<file path="config.mk">
export PLATFORM = sky130hd
export DESIGN_NAME = clk_div_ctrl
export DESIGN_NICKNAME = d
export VERILOG_FILES = /design/src/rtl/clk_div_ctrl.sv
export SDC_FILE = /design/constraint.sdc
export NUM_CORES = 1
export LEC_CHECK = 0
export BUFFER_PORTS_ARGS = -buffer_cell sky130_fd_sc_hd__buf_4
export CAP_MARGIN = 20
export CORE_MARGIN = 1.5
export CORE_UTILIZATION = 40
export DETAILED_ROUTE_END_ITERATION = 8
export PLACE_DENSITY = 0.57
export REMOVE_ABC_BUFFERS = 1
export SETUP_SLACK_MARGIN = 0.15
export SYNTH_ARGS = -nofsm -noshare
export SYNTH_HDL_FRONTEND = slang
export SYNTH_SLANG_ARGS = --single-unit
</file>
<file path="constraint.sdc">
create_clock -name clk_in -period 5 [get_ports clk_in]
set_input_delay 0 -clock clk_in [delete_from_list [all_inputs] [get_ports clk_in]]
set_output_delay 0 -clock clk_in [all_outputs]
set_load 0.03 [all_outputs]
</file>
<file path="src/rtl/clk_div_ctrl.sv">
// Run-time controller for a glitch-free divide-by-2*div clock divider with handshake reconfiguration.
// Optional CLK_DIV_CTRL_CNT_EN adds a 16-bit period_cnt output counting clk_out periods.
module clk_div_ctrl #(
  parameter int unsigned CNT_W       = 8,
  parameter int unsigned DEFAULT_DIV = 4
) (
  input  logic             clk_in,
  input  logic             rst_n,
  input  logic             en,
  input  logic             cfg_valid,
  input  logic [CNT_W-1:0] cfg_div,
  output logic             cfg_ready,
  output logic             clk_out,
  output logic             tick,
  output logic             busy,
  output logic             err
`ifdef CLK_DIV_CTRL_CNT_EN
  ,
  output logic [15:0]      period_cnt
`endif
);

  typedef enum logic [1:0] {
    S_IDLE,
    S_RUN,
    S_PEND,
    S_STOP
  } state_e;

  state_e           state_q, state_d;
  logic [CNT_W-1:0] div_q, div_d;
  logic [CNT_W-1:0] cnt_q, cnt_d;
  logic [CNT_W-1:0] pend_q, pend_d;
  logic             clk_out_q, clk_out_d;
  logic             tick_q, tick_d;
  logic             busy_q, busy_d;
  logic             err_q, err_d;
  logic             cfg_ready_q, cfg_ready_d;

  logic             xfer;
  logic             xfer_ok;
  logic             wrap;
  logic             fall;
  logic             div_load;
  logic [CNT_W-1:0] cnt_step;

`ifdef CLK_DIV_CTRL_CNT_EN
  logic [15:0]      period_cnt_q, period_cnt_d;
`endif

  always_comb begin
    state_d     = state_q;
    div_d       = div_q;
    cnt_d       = cnt_q;
    pend_d      = pend_q;
    clk_out_d   = clk_out_q;
    tick_d      = 1'b0;
    busy_d      = busy_q;
    div_load    = 1'b0;

    xfer        = cfg_valid & cfg_ready_q;
    xfer_ok     = xfer & (cfg_div != '0);
    err_d       = xfer & (cfg_div == '0);
    wrap        = (cnt_q == (div_q - 1'b1));
    fall        = wrap & clk_out_q;
    cnt_step    = wrap ? '0 : cnt_q + 1'b1;

    unique case (state_q)
      S_IDLE: begin
        cnt_d     = '0;
        clk_out_d = 1'b0;
        if (xfer_ok) begin
          div_d    = cfg_div;
          div_load = 1'b1;
        end
        if (en) state_d = S_RUN;
      end

      S_RUN, S_PEND: begin
        // Stopping from the low phase holds clk_out low so no rise can slip out.
        if (!en && !clk_out_q) begin
          cnt_d   = '0;
          state_d = S_STOP;
        end else begin
          cnt_d = cnt_step;
          if (wrap) begin
            clk_out_d = ~clk_out_q;
            tick_d    = ~clk_out_q;
          end
          if (!en) begin
            state_d = S_STOP;
          end else if (state_q == S_PEND && fall) begin
            div_d    = pend_q;
            busy_d   = 1'b0;
            div_load = 1'b1;
            state_d  = S_RUN;
          end
        end
        if (state_q == S_RUN && xfer_ok) begin
          pend_d = cfg_div;
          busy_d = 1'b1;
          if (en) state_d = S_PEND;
        end
      end

      S_STOP: begin
        if (clk_out_q) begin
          cnt_d = cnt_step;
          if (wrap) clk_out_d = 1'b0;
        end
        // A ratio offered on the cycle of IDLE entry supersedes the one already pending.
        if (!clk_out_q || wrap) begin
          state_d = S_IDLE;
          cnt_d   = '0;
          busy_d  = 1'b0;
          if (xfer_ok) begin
            div_d    = cfg_div;
            div_load = 1'b1;
          end else if (busy_q) begin
            div_d    = pend_q;
            div_load = 1'b1;
          end
        end else if (xfer_ok) begin
          pend_d = cfg_div;
          busy_d = 1'b1;
        end
      end

      default: state_d = S_IDLE;
    endcase

    cfg_ready_d = (state_d != S_PEND);
  end

`ifdef CLK_DIV_CTRL_CNT_EN
  always_comb begin
    period_cnt_d = period_cnt_q;
    if (div_load) period_cnt_d = '0;
    else if (tick_d) period_cnt_d = period_cnt_q + 16'd1;
  end
`endif

  always_ff @(posedge clk_in) begin
    if (!rst_n) begin
      state_q     <= S_IDLE;
      div_q       <= CNT_W'(DEFAULT_DIV);
      cnt_q       <= '0;
      pend_q      <= '0;
      clk_out_q   <= 1'b0;
      tick_q      <= 1'b0;
      busy_q      <= 1'b0;
      err_q       <= 1'b0;
      cfg_ready_q <= 1'b1;
    end else begin
      state_q     <= state_d;
      div_q       <= div_d;
      cnt_q       <= cnt_d;
      pend_q      <= pend_d;
      clk_out_q   <= clk_out_d;
      tick_q      <= tick_d;
      busy_q      <= busy_d;
      err_q       <= err_d;
      cfg_ready_q <= cfg_ready_d;
    end
  end

`ifdef CLK_DIV_CTRL_CNT_EN
  always_ff @(posedge clk_in) begin
    if (!rst_n) period_cnt_q <= '0;
    else        period_cnt_q <= period_cnt_d;
  end

  assign period_cnt = period_cnt_q;
`endif

  assign cfg_ready = cfg_ready_q;
  assign clk_out   = clk_out_q;
  assign tick      = tick_q;
  assign busy      = busy_q;
  assign err       = err_q;

endmodule
</file>
After elaboration in Yosys (flattened, before gate mapping)
Cells that the tools add are included.
{"block": "word_totals", "reg_bits": 31, "latch_bits": 0, "ram_bits": 0, "mem_bits_ro": 0, "input_bits": 12, "out_inout_bits": 5, "wordCells": 91, "memories": 0}
{"block": "classes", "add_sub_neg": 2, "mul": 0, "n_div": 0, "order_cmp": 0, "eq_ne": 20, "shift": 0, "mux": 36, "bitwise_logic": 8, "reduce_logical": 16}
{"cell": "$mux 8", "n": 13}
{"cell": "$pmux 8 s3", "n": 2}
{"cell": "$ne 2x2->1 const B", "n": 10}
{"cell": "$ne 3x3->1 const B", "n": 6}
{"cell": "$pmux 8 s2", "n": 1}
{"cell": "$mux 2", "n": 7}
{"cell": "$mux 1", "n": 10}
{"cell": "$add 8x1->8 const B", "n": 1}
{"cell": "$eq 8x8->1", "n": 1}
{"cell": "$logic_not 8->1", "n": 1}
{"cell": "$reduce_bool 8->1", "n": 1}
{"cell": "$sub 8x1->8 const B", "n": 1}
{"cell": "$pmux 2 s3", "n": 1}
{"cell": "$reduce_and 6->1", "n": 1}
{"cell": "$reduce_and 5->1", "n": 1}
{"cell": "$and 1x1->1", "n": 4}
{"cell": "$eq 2x2->1 const B", "n": 2}
{"cell": "$not 1->1", "n": 4}
{"cell": "$reduce_and 4->1", "n": 1}
{"cell": "$reduce_or 4->1", "n": 1}
{"cell": "$logic_and 1x1->1", "n": 3}
{"cell": "$pmux 1 s3", "n": 1}
{"cell": "$eq 2x1->1 const B", "n": 1}
{"cell": "$logic_not 1->1", "n": 2}
{"cell": "6 further kinds", "n": 6}

Longest topological paths before layout
{"block": "logic_depth", "depth_word": 11, "depth_mapped": 10, "ltp_nobuf": 9}

Worst setup path after synthesis
OpenSTA, ideal clock, no wires.
{"block": "synth_timing", "kind": "flip-flop to flip-flop", "start": "reg div_q[0]", "end": "reg div_q[0]", "setup_time_ps": 135, "arrival_ps": 2094, "t_required_ps": 4865, "slack_ps": 2771, "stages_incl_launch_ff": 11, "path_buffers": 1, "period_less_slack_ps": 2229, "cell_sequence": "dfxtp_1 -> inv_1 -> ha_1 -> xor2_1 -> xnor2_1 -> nand4_1 -> a2111oi_2 -> o21bai_2 -> buf_6 -> a221oi_2 -> a211oi_2"}
{"block": "synth_via", "elab_chain_cells": 6, "word_cells_on_any_way": 8, "classes_between": "add/sub: 1; eq/ne: 3; bitwise: 1; reduce/logical: 3"}
{"item": "from (decl)", "line_no": "31", "rtl": "logic [CNT_W-1:0] div_q, div_d;"}
{"item": "from (signal assigned)", "line_no": "146", "rtl": "div_q <= CNT_W'(DEFAULT_DIV);"}
{"item": "from (signal assigned)", "line_no": "156", "rtl": "div_q <= div_d;"}
{"item": "$sub 8x1->8 *", "line_no": "64", "rtl": "wrap = (cnt_q == (div_q - 1'b1));"}
{"item": "$eq 8x8->1 *", "line_no": "64"}
{"item": "$and 1x1->1", "line_no": "65", "rtl": "fall = wrap & clk_out_q;"}
{"item": "$logic_and 1x1->1", "line_no": "92", "rtl": "end else if (state_q == S_PEND && fall) begin"}
{"item": "$ne 2x2->1 (no line)"}
{"item": "$reduce_and 6->1 (no line) *"}
Every way passes the cells marked *; elsewhere a longest branch is shown, timed or not.
A chain may end at the register's enable or synchronous reset.

Worst setup path after layout
{"block": "layout_timing", "start": "reg div_q[0]", "end": "reg div_q[2]"}
Same word-level chain as after synthesis.

==> impl_metrics.ini <==
[grt]
grt_overflow = 0
grt_max_degree = 22
grt_first_pass_wirelength_um = 6650
grt_pass1_vias = 1424
track_usage_pct = 17.0
antenna_found_initial = 0

[cts]
ctsHoldBuffers = 7
cts_resized = 0
cts_setup_buffers = 0
clockRootBuffer = clkbuf_8
cts_buffers = 5
cts_buffer_depth = 2
cts.sinks = 31
insertion_delay_ps = 280
clkTransAtPathRegs_ps = 70
cts_htree_levels = 2
tritoncts = yes

[logic_synthesis]
async_reset_ff_share_pct = 0
yosys.area.top_type = dfxtp_1
synthCells = 204
ys_ff_latch = 31
synth_top_area_share_pct = 34.1
synth_edf_count = 0
synthFlopType = dfxtp_1
synthTopCellsByArea = dfxtp_1 34%, a221oi_2 6.6%, nand2_1 5.6%
netlist_area_um2 = 1820
ys_seq_area_share_pct = 34.1
synth.distinct_cells = 48
synth_area_per_cell_um2 = 8.91
yosys_warnings = 0

[sta]
hold_viol = 0
setup_ws_ps = 2400
rsz0062_at_grt = false
fmax_ghz = 0.385
finalMaxSlewViolations = 0
fin_crit_ps = 2600
clock-skew-final_ps = 5.65
fin_tns_setup_ps = 0
max_slew.worst_pin.slew_ps = 839
period_share_pct = 51.9
setup_viol = 0
maxSlewHeadroom_pct = 44.0

[final_layout]
drive_gt1_share_pct = 21.2
syn2layout_area_growth_pct = 17.2
nets = 244
antenna-diode-count = 0
layout_common_cells = 31 x dfxtp_1, 27 x nand2_1, 16 x buf_4
layout_commonest_cell = dfxtp_1
filler_cell_count = 402

[worst_setup_path]
crit_path_max_fanout = 16
critPathKind = flip-flop to flip-flop
r2r_cells = 9
required_ps = 5160
slowest_delay_ps = 460
crit_slowest_cell = a2111oi_2
startpoint = div_q[0]$_SDFFE_PN0P_
cp-end-kind = flip-flop
r2r_start = div_q[0]$_SDFFE_PN0P_
arrival_ps = 2760
start_kind = flip-flop
r2r-end = div_q[2]$_SDFFE_PN1P_
path_cells = inv_1 > ha_1 > xor2_1 > xnor2_1 > nand4_1 > a2111oi_2 > o21bai_2 > a221oi_2 > o21ai_1
r2r_slack_ps = 2400

[flow_run]
drv_cap = 0

[power_and_ir_drop]
p_leak_nw = 0.803
vdd_drop_max_mv = 0.248
p_per_area_nw_per_um2 = 539
p_total_w = 0.00115

[floorplanning]
coreArea_um2 = 4350
die_area_um2 = 4960
start_util_pct = 41.8
die_w_um = 70.4
fp.dieH_um = 70.4
num_rows = 24
ios = 17

[detailed_routing]
drtIter0Drc = 54
antenna_left = 0
avgRoutedWirePerCell_um = 13.7
firstDrtPassIters = 4
via_per_inst = 5.42
routed_wl_um = 3820
drcViolationCount = 0
vias = 1508

[worst_hold_path]
hold_depth = 3
holdPathEnd = err$_SDFF_PN0_
hp-start = cfg_valid
min_path_type = input pin to flip-flop

[placed_design]
dp_hpwl_um = 2750
port_buffers = 16
place_ws_ps = 2420
globalplace.congestion = 0.865

[status]
outcome = finished clean
metal layers:
layer  part of all wire, %  vias to the layer above  track usage (%)
li1                      -                      765                -
met1                    51                      715             23.5
met2                    45                       23             25.3
met3                   3.4                        5             4.76
met4                   1.2                        0             5.77
met5                     0                        -                0
critical path: cells and delay by family, from the launching register on:
kind            cells  cell delay, ps
compound gates      4            1210
xor+xnor            2             300
fa+ha+maj           1             240
buf+inv             1             110
flops               1             440
simple gates        1             170
final cells by class:
cell class	count	area [um^2]	area share (%)
clock buffer	6	72.6	3.41
clock inverter	1	30.0	1.41
inverter	12	45.0	2.11
multi-input combinational	153	1110	52.0
sequential	31	621	29.1
tap	52	65.1	3.05
timing repair buffer	23	190	8.93
cell usage after synthesis, drive strengths merged (7+ instances only):
| cell type | number |
|---|---|
| xor2 | 9 |
| dfxtp | 31 |
| a221oi | 8 |
| a21oi | 7 |
| mux2i | 9 |
| nand2 | 27 |
| nand3 | 7 |
| nor3 | 12 |
| inv | 12 |
| o21ai | 7 |
| nor2 | 12 |
worst max path at each step:
| stage | endpoint | slack (ps) | cells past startpoint |
|---|---|---|---|
| 6_report | div_q[2]$_SDFFE_PN1P_ | 2400 | 9 |
| 5_1_grt | div_q[3]$_SDFFE_PN0P_ | 2160 | 9 |
| 4_1_cts | div_q[1]$_SDFFE_PN0P_ | 2410 | 9 |
| 3_5_place_dp | div_q[1]$_SDFFE_PN0P_ | 2420 | 9 |
| 3_3_place_gp | div_q[1]$_SDFFE_PN0P_ | 2450 | 9 |
| 2_1_floorplan | div_q[0]$_SDFFE_PN0P_ | 2740 | 9 |
where the power goes:
group	internal, W	switching (W)	total, W	leakage (nW)
Combinational	0.000236	0.000306	0.000542	0.500
Clock	0.000146	0.0000918	0.000238	0.0513
Sequential	0.000302	0.0000656	0.000368	0.253
Total	0.000684	0.000464	0.00115	0.803
stage by stage:
stage | hold WS (ps) | area, um^2 | util (%) | std cells
global placement | 282 | 1960 | 45.0 | 264
finish | 9.64 | 2130 | 48.9 | 278
global route | 24.0 | 2130 | 48.9 | 278
floorplan | 80.0 | 1770 | - | 196
detailed placement | 285 | 1960 | 45.0 | 264
CTS | 13.7 | 2130 | 48.9 | 278
state kept, by name, indices dropped and copies added, names as in the netlist:
register / cells
busy: 1
cfg_ready: 1
clk_out: 1
cnt_q: 8
div_q: 8
err: 1
pend_q: 8
state_q: 2
tick: 1
kinds of logic after synthesis:
| family | count (synthesis) | share of synthesized area (%) |
|---|---|---|
| buffers and inverters | 20 | 4.95 |
| AOI/OAI and AO/OA | 41 | 21.5 |
| DFF | 31 | 34.1 |
| and+or+nand+nor | 82 | 23.1 |
| xor gates and xnor gates | 15 | 7.23 |
| muxes | 9 | 4.96 |
| adders and majority gates | 6 | 4.13 |
No activity file was read; power rests on OpenSTA's default activity.
